$ cat src/rtl/hazard_stall_controller_pkg.sv
// hazard_stall_controller_pkg: shared state encodings and register-file constants
package hazard_stall_controller_pkg;
    localparam int REG_W = 5;
    localparam logic [REG_W-1:0] ZERO_REG = '0;
    typedef enum logic [1:0] {IDLE = 2'd0, STALL = 2'd1, FLUSH = 2'd2} state_t;
endpackage

$ cat src/rtl/hazard_stall_controller_if.sv
// hazard_stall_controller_if: ID-stage hazard inputs and pipeline control outputs
interface hazard_stall_controller_if
    import hazard_stall_controller_pkg::*;
    #(parameter int CNT_W = 16);
    logic             ID_EX_MemRead;
    logic [REG_W-1:0] ID_EX_Rt;
    logic [REG_W-1:0] IF_ID_Rs;
    logic [REG_W-1:0] IF_ID_Rt;
    logic             IF_ID_UsesRt;
    logic             BranchTaken;
    logic             Jump;
    logic             BubbleSelect;
    logic             PCWrite;
    logic             IF_ID_Write;
    logic             IF_ID_Flush;
    logic [CNT_W-1:0] StallCount;
    logic [CNT_W-1:0] FlushCount;
    modport slave (
        input  ID_EX_MemRead, ID_EX_Rt, IF_ID_Rs, IF_ID_Rt, IF_ID_UsesRt, BranchTaken, Jump,
        output BubbleSelect, PCWrite, IF_ID_Write, IF_ID_Flush, StallCount, FlushCount
    );
    modport master (
        output ID_EX_MemRead, ID_EX_Rt, IF_ID_Rs, IF_ID_Rt, IF_ID_UsesRt, BranchTaken, Jump,
        input  BubbleSelect, PCWrite, IF_ID_Write, IF_ID_Flush, StallCount, FlushCount
    );
endinterface

$ cat src/rtl/hazard_stall_controller_sat_counter.sv
// sat_counter: event counter that sticks at all-ones instead of wrapping
module sat_counter #(
    parameter int CNT_W = 16
) (
    input  logic             clk,
    input  logic             reset,
    input  logic             inc,
    output logic [CNT_W-1:0] count
);
    // count up on inc until every bit is set
    always_ff @(posedge clk or negedge reset) begin
        if (!reset) count <= '0;
        else if (inc && !(&count)) count <= count + CNT_W'(1);
    end
endmodule

$ cat src/rtl/hazard_stall_controller.sv
// hazard_stall_controller: ID-stage load-use stall and branch/jump flush control
module hazard_stall_controller
    import hazard_stall_controller_pkg::*;
#(
    parameter int LOAD_STALL = 1,
    parameter int FLUSH_CYC  = 1,
    parameter int CNT_W      = 16
) (
    input logic clk,
    input logic reset,
    hazard_stall_controller_if.slave bus
);
    localparam int MAXC = (LOAD_STALL > FLUSH_CYC) ? LOAD_STALL : FLUSH_CYC;
    localparam int CW   = $clog2(MAXC) + 1;
    state_t        state, state_nx;
    logic [CW-1:0] cnt, cnt_nx;
    logic          hazard, ctl, stall, flush, flush_evt;
    assign hazard = bus.ID_EX_MemRead && bus.ID_EX_Rt != ZERO_REG &&
                    (bus.ID_EX_Rt == bus.IF_ID_Rs || (bus.IF_ID_UsesRt && bus.ID_EX_Rt == bus.IF_ID_Rt));
    assign ctl = bus.BranchTaken | bus.Jump;
    // state and remaining-cycle register; reset aborts any stall or flush in progress
    always_ff @(posedge clk or negedge reset) begin
        if (!reset) begin
            state <= IDLE;
            cnt   <= '0;
        end else begin
            state <= state_nx;
            cnt   <= cnt_nx;
        end
    end
    // IDLE decodes the inputs directly so the first bubble/flush has no latency; stalls win over flushes
    always_comb begin
        state_nx  = IDLE;
        cnt_nx    = cnt - CW'(1);
        stall     = 1'b0;
        flush     = 1'b0;
        flush_evt = 1'b0;
        case (state)
            IDLE: begin
                cnt_nx = cnt;
                if (hazard) begin
                    stall = 1'b1;
                    if (LOAD_STALL > 1) begin
                        state_nx = STALL;
                        cnt_nx   = CW'(LOAD_STALL - 2);
                    end
                end else if (ctl) begin
                    flush     = 1'b1;
                    flush_evt = 1'b1;
                    if (FLUSH_CYC > 1) begin
                        state_nx = FLUSH;
                        cnt_nx   = CW'(FLUSH_CYC - 2);
                    end
                end
            end
            STALL: begin
                stall    = 1'b1;
                state_nx = (cnt == '0) ? IDLE : STALL;
            end
            FLUSH: begin
                flush    = 1'b1;
                state_nx = (cnt == '0) ? IDLE : FLUSH;
            end
            default: cnt_nx = '0;
        endcase
    end
    assign bus.BubbleSelect = !reset || stall;
    assign bus.PCWrite      = reset && !stall;
    assign bus.IF_ID_Write  = reset && !stall;
    assign bus.IF_ID_Flush  = !reset || flush;
    sat_counter #(.CNT_W(CNT_W)) u_stall_cnt (.clk(clk), .reset(reset), .inc(stall), .count(bus.StallCount));
    sat_counter #(.CNT_W(CNT_W)) u_flush_cnt (.clk(clk), .reset(reset), .inc(flush_evt), .count(bus.FlushCount));
endmodule

$ cat src/flat_wrapper.sv
// flat-port wrapper written by rule: the top's interface ports become plain ports
module hazard_stall_controller_flat import hazard_stall_controller_pkg::*;
#(
    parameter int LOAD_STALL = 1,
    parameter int FLUSH_CYC  = 1,
    parameter int CNT_W      = 16
)
  (clk, reset, bus_ID_EX_MemRead, bus_ID_EX_Rt, bus_IF_ID_Rs, bus_IF_ID_Rt, bus_IF_ID_UsesRt, bus_BranchTaken, bus_Jump, bus_BubbleSelect, bus_PCWrite, bus_IF_ID_Write, bus_IF_ID_Flush, bus_StallCount, bus_FlushCount);
  hazard_stall_controller_if #(.CNT_W(CNT_W)) bus_i ();
  input logic clk;
  input logic reset;
  input wire logic [$bits(bus_i.ID_EX_MemRead)-1:0] bus_ID_EX_MemRead;
  input wire logic [$bits(bus_i.ID_EX_Rt)-1:0] bus_ID_EX_Rt;
  input wire logic [$bits(bus_i.IF_ID_Rs)-1:0] bus_IF_ID_Rs;
  input wire logic [$bits(bus_i.IF_ID_Rt)-1:0] bus_IF_ID_Rt;
  input wire logic [$bits(bus_i.IF_ID_UsesRt)-1:0] bus_IF_ID_UsesRt;
  input wire logic [$bits(bus_i.BranchTaken)-1:0] bus_BranchTaken;
  input wire logic [$bits(bus_i.Jump)-1:0] bus_Jump;
  output wire logic [$bits(bus_i.BubbleSelect)-1:0] bus_BubbleSelect;
  output wire logic [$bits(bus_i.PCWrite)-1:0] bus_PCWrite;
  output wire logic [$bits(bus_i.IF_ID_Write)-1:0] bus_IF_ID_Write;
  output wire logic [$bits(bus_i.IF_ID_Flush)-1:0] bus_IF_ID_Flush;
  output wire logic [$bits(bus_i.StallCount)-1:0] bus_StallCount;
  output wire logic [$bits(bus_i.FlushCount)-1:0] bus_FlushCount;
  assign bus_i.ID_EX_MemRead = bus_ID_EX_MemRead;
  assign bus_i.ID_EX_Rt = bus_ID_EX_Rt;
  assign bus_i.IF_ID_Rs = bus_IF_ID_Rs;
  assign bus_i.IF_ID_Rt = bus_IF_ID_Rt;
  assign bus_i.IF_ID_UsesRt = bus_IF_ID_UsesRt;
  assign bus_i.BranchTaken = bus_BranchTaken;
  assign bus_i.Jump = bus_Jump;
  assign bus_BubbleSelect = bus_i.BubbleSelect;
  assign bus_PCWrite = bus_i.PCWrite;
  assign bus_IF_ID_Write = bus_i.IF_ID_Write;
  assign bus_IF_ID_Flush = bus_i.IF_ID_Flush;
  assign bus_StallCount = bus_i.StallCount;
  assign bus_FlushCount = bus_i.FlushCount;
  hazard_stall_controller #(.LOAD_STALL(LOAD_STALL), .FLUSH_CYC(FLUSH_CYC), .CNT_W(CNT_W)) u_core (.clk(clk), .reset(reset), .bus(bus_i));
endmodule
$ cat config.mk
export PLATFORM = sky130hd
export DESIGN_NAME = hazard_stall_controller_flat
export DESIGN_NICKNAME = d
export VERILOG_FILES = /design/src/rtl/hazard_stall_controller_pkg.sv /design/src/rtl/hazard_stall_controller_if.sv /design/src/rtl/hazard_stall_controller_sat_counter.sv /design/src/rtl/hazard_stall_controller.sv /design/src/flat_wrapper.sv
export SDC_FILE = /design/constraint.sdc
export NUM_CORES = 1
export LEC_CHECK = 0
export CELL_PAD_IN_SITES_DETAIL_PLACEMENT = 0
export CELL_PAD_IN_SITES_GLOBAL_PLACEMENT = 1
export CORE_MARGIN = 2
export CORE_UTILIZATION = 35
export CTS_CLUSTER_DIAMETER = 40
export DETAILED_ROUTE_END_ITERATION = 12
export HOLD_SLACK_MARGIN = 0.03
export PLACE_DENSITY_LB_ADDON = 0.1
export SYNTH_ARGS = -nofsm -noshare
export SYNTH_HDL_FRONTEND = slang
export SYNTH_SLANG_ARGS = --single-unit
export TNS_END_PERCENT = 1
$ cat constraint.sdc
create_clock -name clk -period 2.15 [get_ports clk]
set_input_delay 0.215 -clock clk [delete_from_list [all_inputs] [get_ports clk]]
set_output_delay 0.215 -clock clk [all_outputs]
set_load 0.1 [all_outputs]
# Word level (Yosys, flattened, before mapping)
# Index checks and enable logic that the tools add are counted.
# Widths: inputs -> output; s select.
[op_classes] n_addsub=3 n_eq_ne=4 n_mux=10 bitwise_logic=1 n_reduce_logical=18
[ops] cell="$add 16x1->16 const B" count=2
[ops] cell="$reduce_and 16->1" count=2
[ops] cell="$eq 5x5->1" count=2
[ops] cell="$logic_and 1x1->1" count=6
[ops] cell="$pmux 1 s2" count=3
[ops] cell="$mux 1" count=5
[ops] cell="$reduce_bool 5->1" count=1
[ops] cell="$logic_not 1->1" count=4
[ops] cell="$pmux 2 s2" count=1
[ops] cell="$logic_or 1x1->1" count=3
[ops] cell="$eq 2x1->1 const B" count=1
[ops] cell="$eq 2x2->1 const B" count=1
[ops] cell="$logic_not 2->1" count=1
[ops] cell="$mux 2" count=1
[ops] cell="$reduce_or 2->1" count=1
[ops] cell="$or 1x1->1" count=1
[ops] cell="$sub 1x1->1 const B" count=1
[word_totals] regBits=35 inputBits=21 out_inout_bits=36 elab_cells=40

# Longest topological paths before layout
# Gate-level depths: netlist (run 1).
[depth] depth_word=8 ltp_mapped=9 mapped_depth_nobuf=7

# Hierarchy
# Synthesis (run 1) repeated with hierarchy kept, for this count alone.
[unflattened] hier_cells=191 area_unflattened_um2=2024.4
[by_module_without_submodules] mod="sat_counter" instances=2 cells_per_inst=75 area_per_inst_um2=840.8 seq_area_each_um2=400.4
[by_module_without_submodules] mod="hazard_stall_controller" instances=1 cells_per_inst=41 area_per_inst_um2=342.8 seq_area_each_um2=75.1

# Worst setup path after synthesis (run 1)
# OpenSTA, ideal clock, no wires.
[synth_timing] kind="input-to-output" startpoint="input port bus_ID_EX_Rt[0]" endpoint="output port bus_BubbleSelect" arrival_time_ns=3.635 t_required_ns=1.935 path_slack_ns=-1.700 path_stages=6 n_path_buf=1 path_cell_list="or4_1 > o21a_1 > a31o_2 > buf_6 > nor2_1 > inv_1"
[synth_between] elab_chain_cells=7 word_cells_on_any_way=10 classes_between="eq/ne (2); mux (2); reduce/logical (6)"
[synth_rtl] element="from (decl)" line="flat_wrapper.sv:13" source="input wire logic [$bits(bus_i.ID_EX_Rt)-1:0] bus_ID_EX_Rt;"
[synth_rtl] element="$eq 5x5->1" line="hazard_stall_controller.sv:19" source="(bus.ID_EX_Rt == bus.IF_ID_Rs || (bus.IF_ID_UsesRt && bus.ID_EX_Rt == bus.IF_ID_Rt));"
[synth_rtl] element="$logic_and 1x1->1" line="hazard_stall_controller.sv:19"
[synth_rtl] element="$logic_or 1x1->1" line="hazard_stall_controller.sv:19"
[synth_rtl] element="$logic_and 1x1->1 (*)" line="hazard_stall_controller.sv:18" source="assign hazard = bus.ID_EX_MemRead && bus.ID_EX_Rt != ZERO_REG &&"
[synth_rtl] element="$mux 1 (*)" line="hazard_stall_controller.sv:41" source="if (hazard) begin"
[synth_rtl] element="$pmux 1 s2 (*)" line="hazard_stall_controller.sv:38" source="case (state)"
[synth_rtl] element="$logic_or 1x1->1 (*)" line="hazard_stall_controller.sv:67" source="assign bus.BubbleSelect = !reset || stall;"
[synth_rtl] element="to (decl)" line="flat_wrapper.sv:19" source="output wire logic [$bits(bus_i.BubbleSelect)-1:0] bus_BubbleSelect;"
# Every way passes the cells marked *; elsewhere a longest branch is shown, timed or not.

# Worst setup path after layout (run 1)
[layout_timing] startpoint="input port bus_ID_EX_Rt[4]" endpoint="output port bus_BubbleSelect"
# The elaborated chain is that of the path after synthesis.

==> results.yml, run 1 <==
status:
  status: "completed"
clock_network:
  cts_buffers: 5
  cts-root-buf: "clkbuf_8"
  cts_tree: "built"
  clkTransAtPathRegs_ns: 0.07
  cts.path.max_buffers: 2
  h-tree-depth: 2
  clkLatencyLatePin_ns: 0.29
  numClockSinks: 35
drt:
  dr.pass1.iters: 4
  antenna_left: 0
  via_per_inst: 4.877
  num_vias: 1624
  wire_per_inst_um: 13.05
  drc: 0
  drt_iter0_drc: 48
  drt_wl_total_mm: 4.344
yosys:
  synth.most_common_cell: "xnor2_1"
  ys.flop_type: "dfrtp_1"
  synth_edf_count: 0
  syn-num-nets: 213
  synth-simple-area-share_pct: 24.69
  synth_seq_cells: 35
  synth_mux_area_share_pct: 2.955
  synthArstFlopShare_pct: 100.0
  synth_compound_gate_area_share_pct: 2.561
  ys_top_cells_by_area: "dfrtp_1, xnor2_1, nand3_1, and3_1, nand4_1"
  synth_seq_area_share_pct: 45.96
  ys_warn_count: 0
  ys_types: 28
  postSynthCellCount: 187
  synth_top_cell_area_share_pct: 45.96
  synth_xor_area_share_pct: 17.01
  synth_top_family_by_area: "simple AND/OR/NAND/NOR gates"
  synth.largest_area_cell: "dfrtp_1"
  synthAdderAreaFrac_pct: 3.283
  synthTopCellsByCount: "xnor2_1, dfrtp_1, nand3_1"
  synth_area_mm2: 0.001906
  avgSynthCellArea_um2: 10.19
placed_design:
  gp_congestion: 0.8099
  dp_hpwl_mm: 3.249
  placement.io_buffers: 56
  dp_slack_ns: -0.2480
cells_and_area:
  n_antenna_cell: 0
  drive_gt1_share_pct: 27.38
  nNetsFinal: 288
  area_growth_syn_to_layout_pct: 42.81
  fin_util_pct: 52.61
  fillers: 486
setup_path:
  r2r_start: "u_core.u_flush_cnt.count[0]$_DFFE_PN0P_"
  crit_required_ns: 1.93
  cp.arrival_ns: 1.87
  worstSetupPathType: "in2out"
  start_kind: "input port"
  crit_path_end_kind: "output pin"
  cp_max_fo: 3
  critPathLaunch: "bus_ID_EX_Rt[4]"
sta:
  post-route-period-util_pct: 96.89
  period_minus_slack_ns: 2.083
  fmax_ghz: 0.4801
  rsz0062_at_grt: "no"
  fin_worst_skew_ns: 0.01238
  slew_headroom_pct: 69.19
  worst_slack_ns: 0.06695
  slew_viol_final: 0
  worst_pin_slew_ns: 0.4621
  setup_viol: 0
  hold_violations: 0
global_routing:
  grt_pass1_wl_mm: 7.493
  antenna_found_initial: 0
  overflow: 0
  globalRouteTotalUtil_pct: 15.21
  grt_pass1_vias: 1603
  grt_max_degree: 36
die:
  die_h_um: 77.79
  io_pins: 57
  die_w_um: 77.79
  die_area_mm2: 0.006051
  num_rows: 26
  core_mm2: 0.005172
  initial_utilization_pct: 36.84
pwr:
  leakagePower_nw: 1.246
  ir_drop_mv: 1.005
  power_density_mw_per_mm2: 916.4
min_path:
  hold_path.class: "reg2reg"
  min_from: "u_core.u_stall_cnt.count[9]$_DFFE_PN0P_"
run:
  maxCapViolations: 0
## cells in the final DEF, fill, tap and decap left out, types with 2 or more instances in the layout
| master | count |
|---|---|
| and2_1 | 3 |
| and3_1 | 13 |
| and4_1 | 3 |
| buf_12 | 5 |
| buf_4 | 49 |
| clkbuf_8 | 5 |
| clkdlybuf4s50_1 | 14 |
| dfrtp_1 | 35 |
| dlygate4sd2_1 | 4 |
| ha_1 | 5 |
| inv_1 | 4 |
| mux2_1 | 3 |
| mux2_2 | 2 |
| nand2_1 | 15 |
| nand3_1 | 23 |
| nand4_1 | 13 |
| nor2_1 | 7 |
| nor2b_1 | 2 |
| o21ai_0 | 2 |
| xnor2_1 | 37 |
## logic make-up (layout without fill, tap and decap cells)
family / Yosys count / count (layout)
AO/OA/AOI/OAI: 6 / 6
XOR/XNOR: 37 / 37
adder cells (fa/ha/maj): 5 / 5
buffers and inverters: 12 / 88
flip-flops: 35 / 35
multiplexers: 5 / 5
AND/OR/NAND/NOR: 87 / 87
## metrics by stage
stage / cell area (um^2) / hold WS (ns) / TNS (ns) / total power, mW / instances
final: 2721 / 0.5042 / 0 / 2.494 / 333
after global routing: 2721 / 0.5221 / 0 / 2.611 / 333
after detailed placement: 2600 / 0.3027 / -2.661 / 2.037 / 322
after floorplan: 1913 / -0.08059 / -8.083 / 1.730 / 187
after CTS: 2719 / 0.5019 / 0 / 2.518 / 333
after global placement: 2600 / 0.3008 / -1.730 / 2.027 / 322
## layer usage
metal,vias up,share of wire [%],routed length (um),track usage [%]
met5,-,0,0,0
met4,0,1.2,54,4.286
met3,6,4.9,212,4.186
met2,36,46,1981,23.79
met1,781,48,2095,20.62
li1,801,-,-,-
## path summary, 6_finish.rpt
path / end / slack, ns / cells after the start
worst max-delay path: bus_BubbleSelect / 0.07 / 7
worst min-delay path: u_core.u_stall_cnt.count[9]$_DFFE_PN0P_ / 0.50 / 1
worst max register to register: u_core.u_flush_cnt.count[15]$_DFFE_PN0P_ / 0.27 / 7
worst min register to register: u_core.u_stall_cnt.count[9]$_DFFE_PN0P_ / 0.50 / 1
max in group asynchronous: u_core.state[0]$_DFF_PN0_ / 1.31 / 3
min in group asynchronous: u_core.u_stall_cnt.count[8]$_DFFE_PN0P_ / 0.51 / 3
## what timing repair did
action	4_1_cts	5_1_grt
hold buffers	1	0
gates resized for setup	7	1
endpoints found under the setup margin	4	1
buffers inserted	2	0
hold endpoints to repair	35	0
pin swaps	5	0
## state kept, by name (all words and copies together) (netlist names)
name and flops:
u_core.cnt 1, u_core.u_flush_cnt.count 16, u_core.state 2, u_core.u_stall_cnt.count 16
## cell type report
class | instances | area, um^2 | area share [%]
flip-flops and latches | 35 | 875.8 | 32.18
multi-input cells | 140 | 983.4 | 36.14
clock inverters | 2 | 12.51 | 0.4598
inverters | 5 | 18.77 | 0.6897
well taps | 70 | 87.58 | 3.218
repair buffers | 75 | 670.6 | 24.64
clock buffers | 6 | 72.57 | 2.667
## where the power goes
group          internal [mW]  switching [mW]
combinational          0.302           0.852
sequential             0.749           0.114
clock                  0.227           0.250
total                   1.28            1.22
## worst max-delay path, stage by stage
cell and delay [ns]:
dlygate4sd2_1 0.24, or4_1 0.52, o21a_1 0.23, a31o_4 0.24, nor2_4 0.18, inv_2 0.07
buf_12 0.16
(Power assumes the default switching activity.)
==> inputs of run 2 (changes only) <==
--- a/config.mk
+++ b/config.mk
@@ -8,10 +8,10 @@
 export CELL_PAD_IN_SITES_DETAIL_PLACEMENT = 0
 export CELL_PAD_IN_SITES_GLOBAL_PLACEMENT = 1
 export CORE_MARGIN = 2
-export CORE_UTILIZATION = 35
+export CORE_UTILIZATION = 38
 export CTS_CLUSTER_DIAMETER = 40
 export DETAILED_ROUTE_END_ITERATION = 12
-export HOLD_SLACK_MARGIN = 0.03
+export HOLD_SLACK_MARGIN = 0.12
 export PLACE_DENSITY_LB_ADDON = 0.1
 export SYNTH_ARGS = -nofsm -noshare
 export SYNTH_HDL_FRONTEND = slang
==> constraint.sdc (replaced) <==
create_clock -name clk -period 2.5 [get_ports clk]
set_input_delay 0.25 -clock clk [delete_from_list [all_inputs] [get_ports clk]]
set_output_delay 0.25 -clock clk [all_outputs]
set_load 0.1 [all_outputs]
==> run 2 against run 1 <==
  * Die area down 7.5%
  * Sequential cell count did not move
  * Largest power group unchanged
  * Wire length decreased by 1.6%
  * First-iteration DRC count shrank 10%
  * Critical path type unchanged
==> results.yml, run 2 (same netlist as run 1, synthesis figures left out) <==
drt:
  num_vias: 1574
  drt_iter0_drc: 43
  drt_wl_total_mm: 4.275
  dr.pass1.iters: 4
  antenna_left: 0
  drc: 0
  via_per_inst: 4.919
  wire_per_inst_um: 13.36
setup_path:
  cp_max_fo: 4
  worstSetupPathType: "in2out"
  critPathLaunch: "bus_ID_EX_Rt[0]"
  cp_top_family: "simple AND/OR/NAND/NOR gates"
  critPathCapture: "bus_BubbleSelect"
  slowest_stage: "or4_1"
  cp.arrival_ns: 2.17
  cpPeakStageDelay_ns: 0.54
  crit_chain: "clkdlybuf4s50_1, or4_1, o21a_1, a31o_2, nor2_4, inv_1, buf_12"
  regToRegSetupSlack_ns: 0.49
  critPathBufInv: 3
  crit_required_ns: 2.25
  start_kind: "input port"
  timing.rr.end: "u_core.u_flush_cnt.count[1]$_DFFE_PN0P_"
  cp.depth: 7
  worstRegToRegCells: 6
  r2r_start: "u_core.u_flush_cnt.count[0]$_DFFE_PN0P_"
  crit_path_end_kind: "output pin"
placed_design:
  dp_hpwl_mm: 3.195
  gp_congestion: 0.7006
  placement.io_buffers: 56
  dp_slack_ns: 0.06700
clock_network:
  postCtsSetupBuffers: 0
  numClockSinks: 35
  cts_buffers: 5
  cts.path.max_buffers: 2
  cts-root-buf: "clkbuf_8"
  cts_tree: "built"
  h-tree-depth: 2
  clkLatencyLatePin_ns: 0.29
  clkTransAtPathRegs_ns: 0.07
die:
  num_rows: 25
  io_pins: 57
  core_mm2: 0.004786
  die_w_um: 74.82
  die_area_mm2: 0.005597
  initial_utilization_pct: 39.82
  die_h_um: 74.82
cells_and_area:
  final_cell_mix: "buf_4, xnor2_1, dfrtp_1"
  area_growth_syn_to_layout_pct: 37.89
  largest_registers: "u_core.u_flush_cnt.count (16), u_core.u_stall_cnt.count (16), u_core.state (2)"
  drive_gt1_share_pct: 23.32
  fillers: 451
  mostFrequentLayoutCell: "buf_4"
  n_antenna_cell: 0
  fin_util_pct: 54.90
  nNetsFinal: 278
sta:
  slew_headroom_pct: 65.65
  slew_viol_final: 0
  hold_violations: 0
  fmax_ghz: 0.4135
  rsz0062_at_grt: "no"
  post-route-period-util_pct: 96.73
  worst_slack_ns: 0.08167
  worst_pin_slew_ns: 0.5113
  fin_worst_skew_ns: 0.007814
  setup_viol: 0
  period_minus_slack_ns: 2.418
  fin_setup_tns_ns: 0
  hold_slack_ns: 0.4947
pwr:
  netSwitchingPower_mw: 1.028
  p_sw_share_pct: 48.46
  seqPwrFrac_pct: 35.1
  clkPwrFrac_pct: 18.5
  power_density_mw_per_mm2: 807.3
  intPower_mw: 1.093
  ir_drop_mv: 0.5565
  total_power_mw: 2.121
  leakagePower_nw: 1.179
  power_frac_comb_pct: 46.4
run:
  maxCapViolations: 0
status:
  status: "completed"
global_routing:
  grt_max_degree: 36
  grt_pass1_vias: 1412
  globalRouteTotalUtil_pct: 15.72
  grt_pass1_wl_mm: 6.617
  overflow: 0
  antenna_found_initial: 0
min_path:
  hold_path.class: "reg2reg"
-- run 2: per-stage QoR --
step / cell area (um^2) / std cells
2_1_floorplan: 1913 / 187
3_5_place_dp: 2536 / 311
6_report: 2628 / 320
5_1_grt: 2628 / 320
3_3_place_gp: 2536 / 311
4_1_cts: 2628 / 320
-- run 2: cell type report --
type                    count  area (um^2)  area share, %
multi-input cells         140        969.7          36.90
repair buffers             65        598.1          22.76
well taps                  67        83.83          3.190
flip-flops and latches     35        875.8          33.33
clock buffers               7        76.32          2.905
clock inverters             1        5.005         0.1905
inverters                   5        18.77         0.7143
-- run 2: what timing repair did --
item | CTS | global route
hold buffers | 1 | 0
resized for setup | 0 | 0
hold endpoints to repair | 35 | 0
endpoints found under the setup margin | 0 | 0
-- run 2: worst min-delay path by stage --
stage | cells past startpoint | from | slack (ns) | endpoint
after global routing | 1 | u_core.u_stall_cnt.count[9]$_DFFE_PN0P_ | 0.52 | u_core.u_stall_cnt.count[9]$_DFFE_PN0P_
after detailed placement | 2 | reset | 0.37 | u_core.u_flush_cnt.count[15]$_DFFE_PN0P_
after global placement | 2 | reset | 0.38 | u_core.u_flush_cnt.count[15]$_DFFE_PN0P_
after floorplan | 0 | reset | -0.05 | u_core.cnt$_DFFE_PN0N_
after CTS | 1 | u_core.u_stall_cnt.count[10]$_DFFE_PN0P_ | 0.50 | u_core.u_stall_cnt.count[10]$_DFFE_PN0P_
final | 1 | u_core.u_stall_cnt.count[9]$_DFFE_PN0P_ | 0.49 | u_core.u_stall_cnt.count[9]$_DFFE_PN0P_
-- run 2: worst reg2reg max path: cells and delay by family (launching register included) --
kind	cells	cell delay [ns]
simple gates	4	0.95
fa+ha+maj	1	0.21
flops	1	0.42
mux	1	0.32
-- run 2: power by group through the flow --
stage	Combinational [mW]	Clock (mW)	Sequential, mW
6_report	0.985	0.392	0.745
5_1_grt	1.03	0.426	0.760
4_1_cts	0.991	0.409	0.747
3_5_place_dp	0.990	0	0.756
3_3_place_gp	0.982	0	0.755
2_1_floorplan	0.196	0	1.29
-- run 2: routing by layer --
layer  global-route usage [%]  wire length (um)
met1                    21.99              2114
met4                    5.952                58
met2                    23.21              1812
met3                    4.552               291
met5                        0                 0
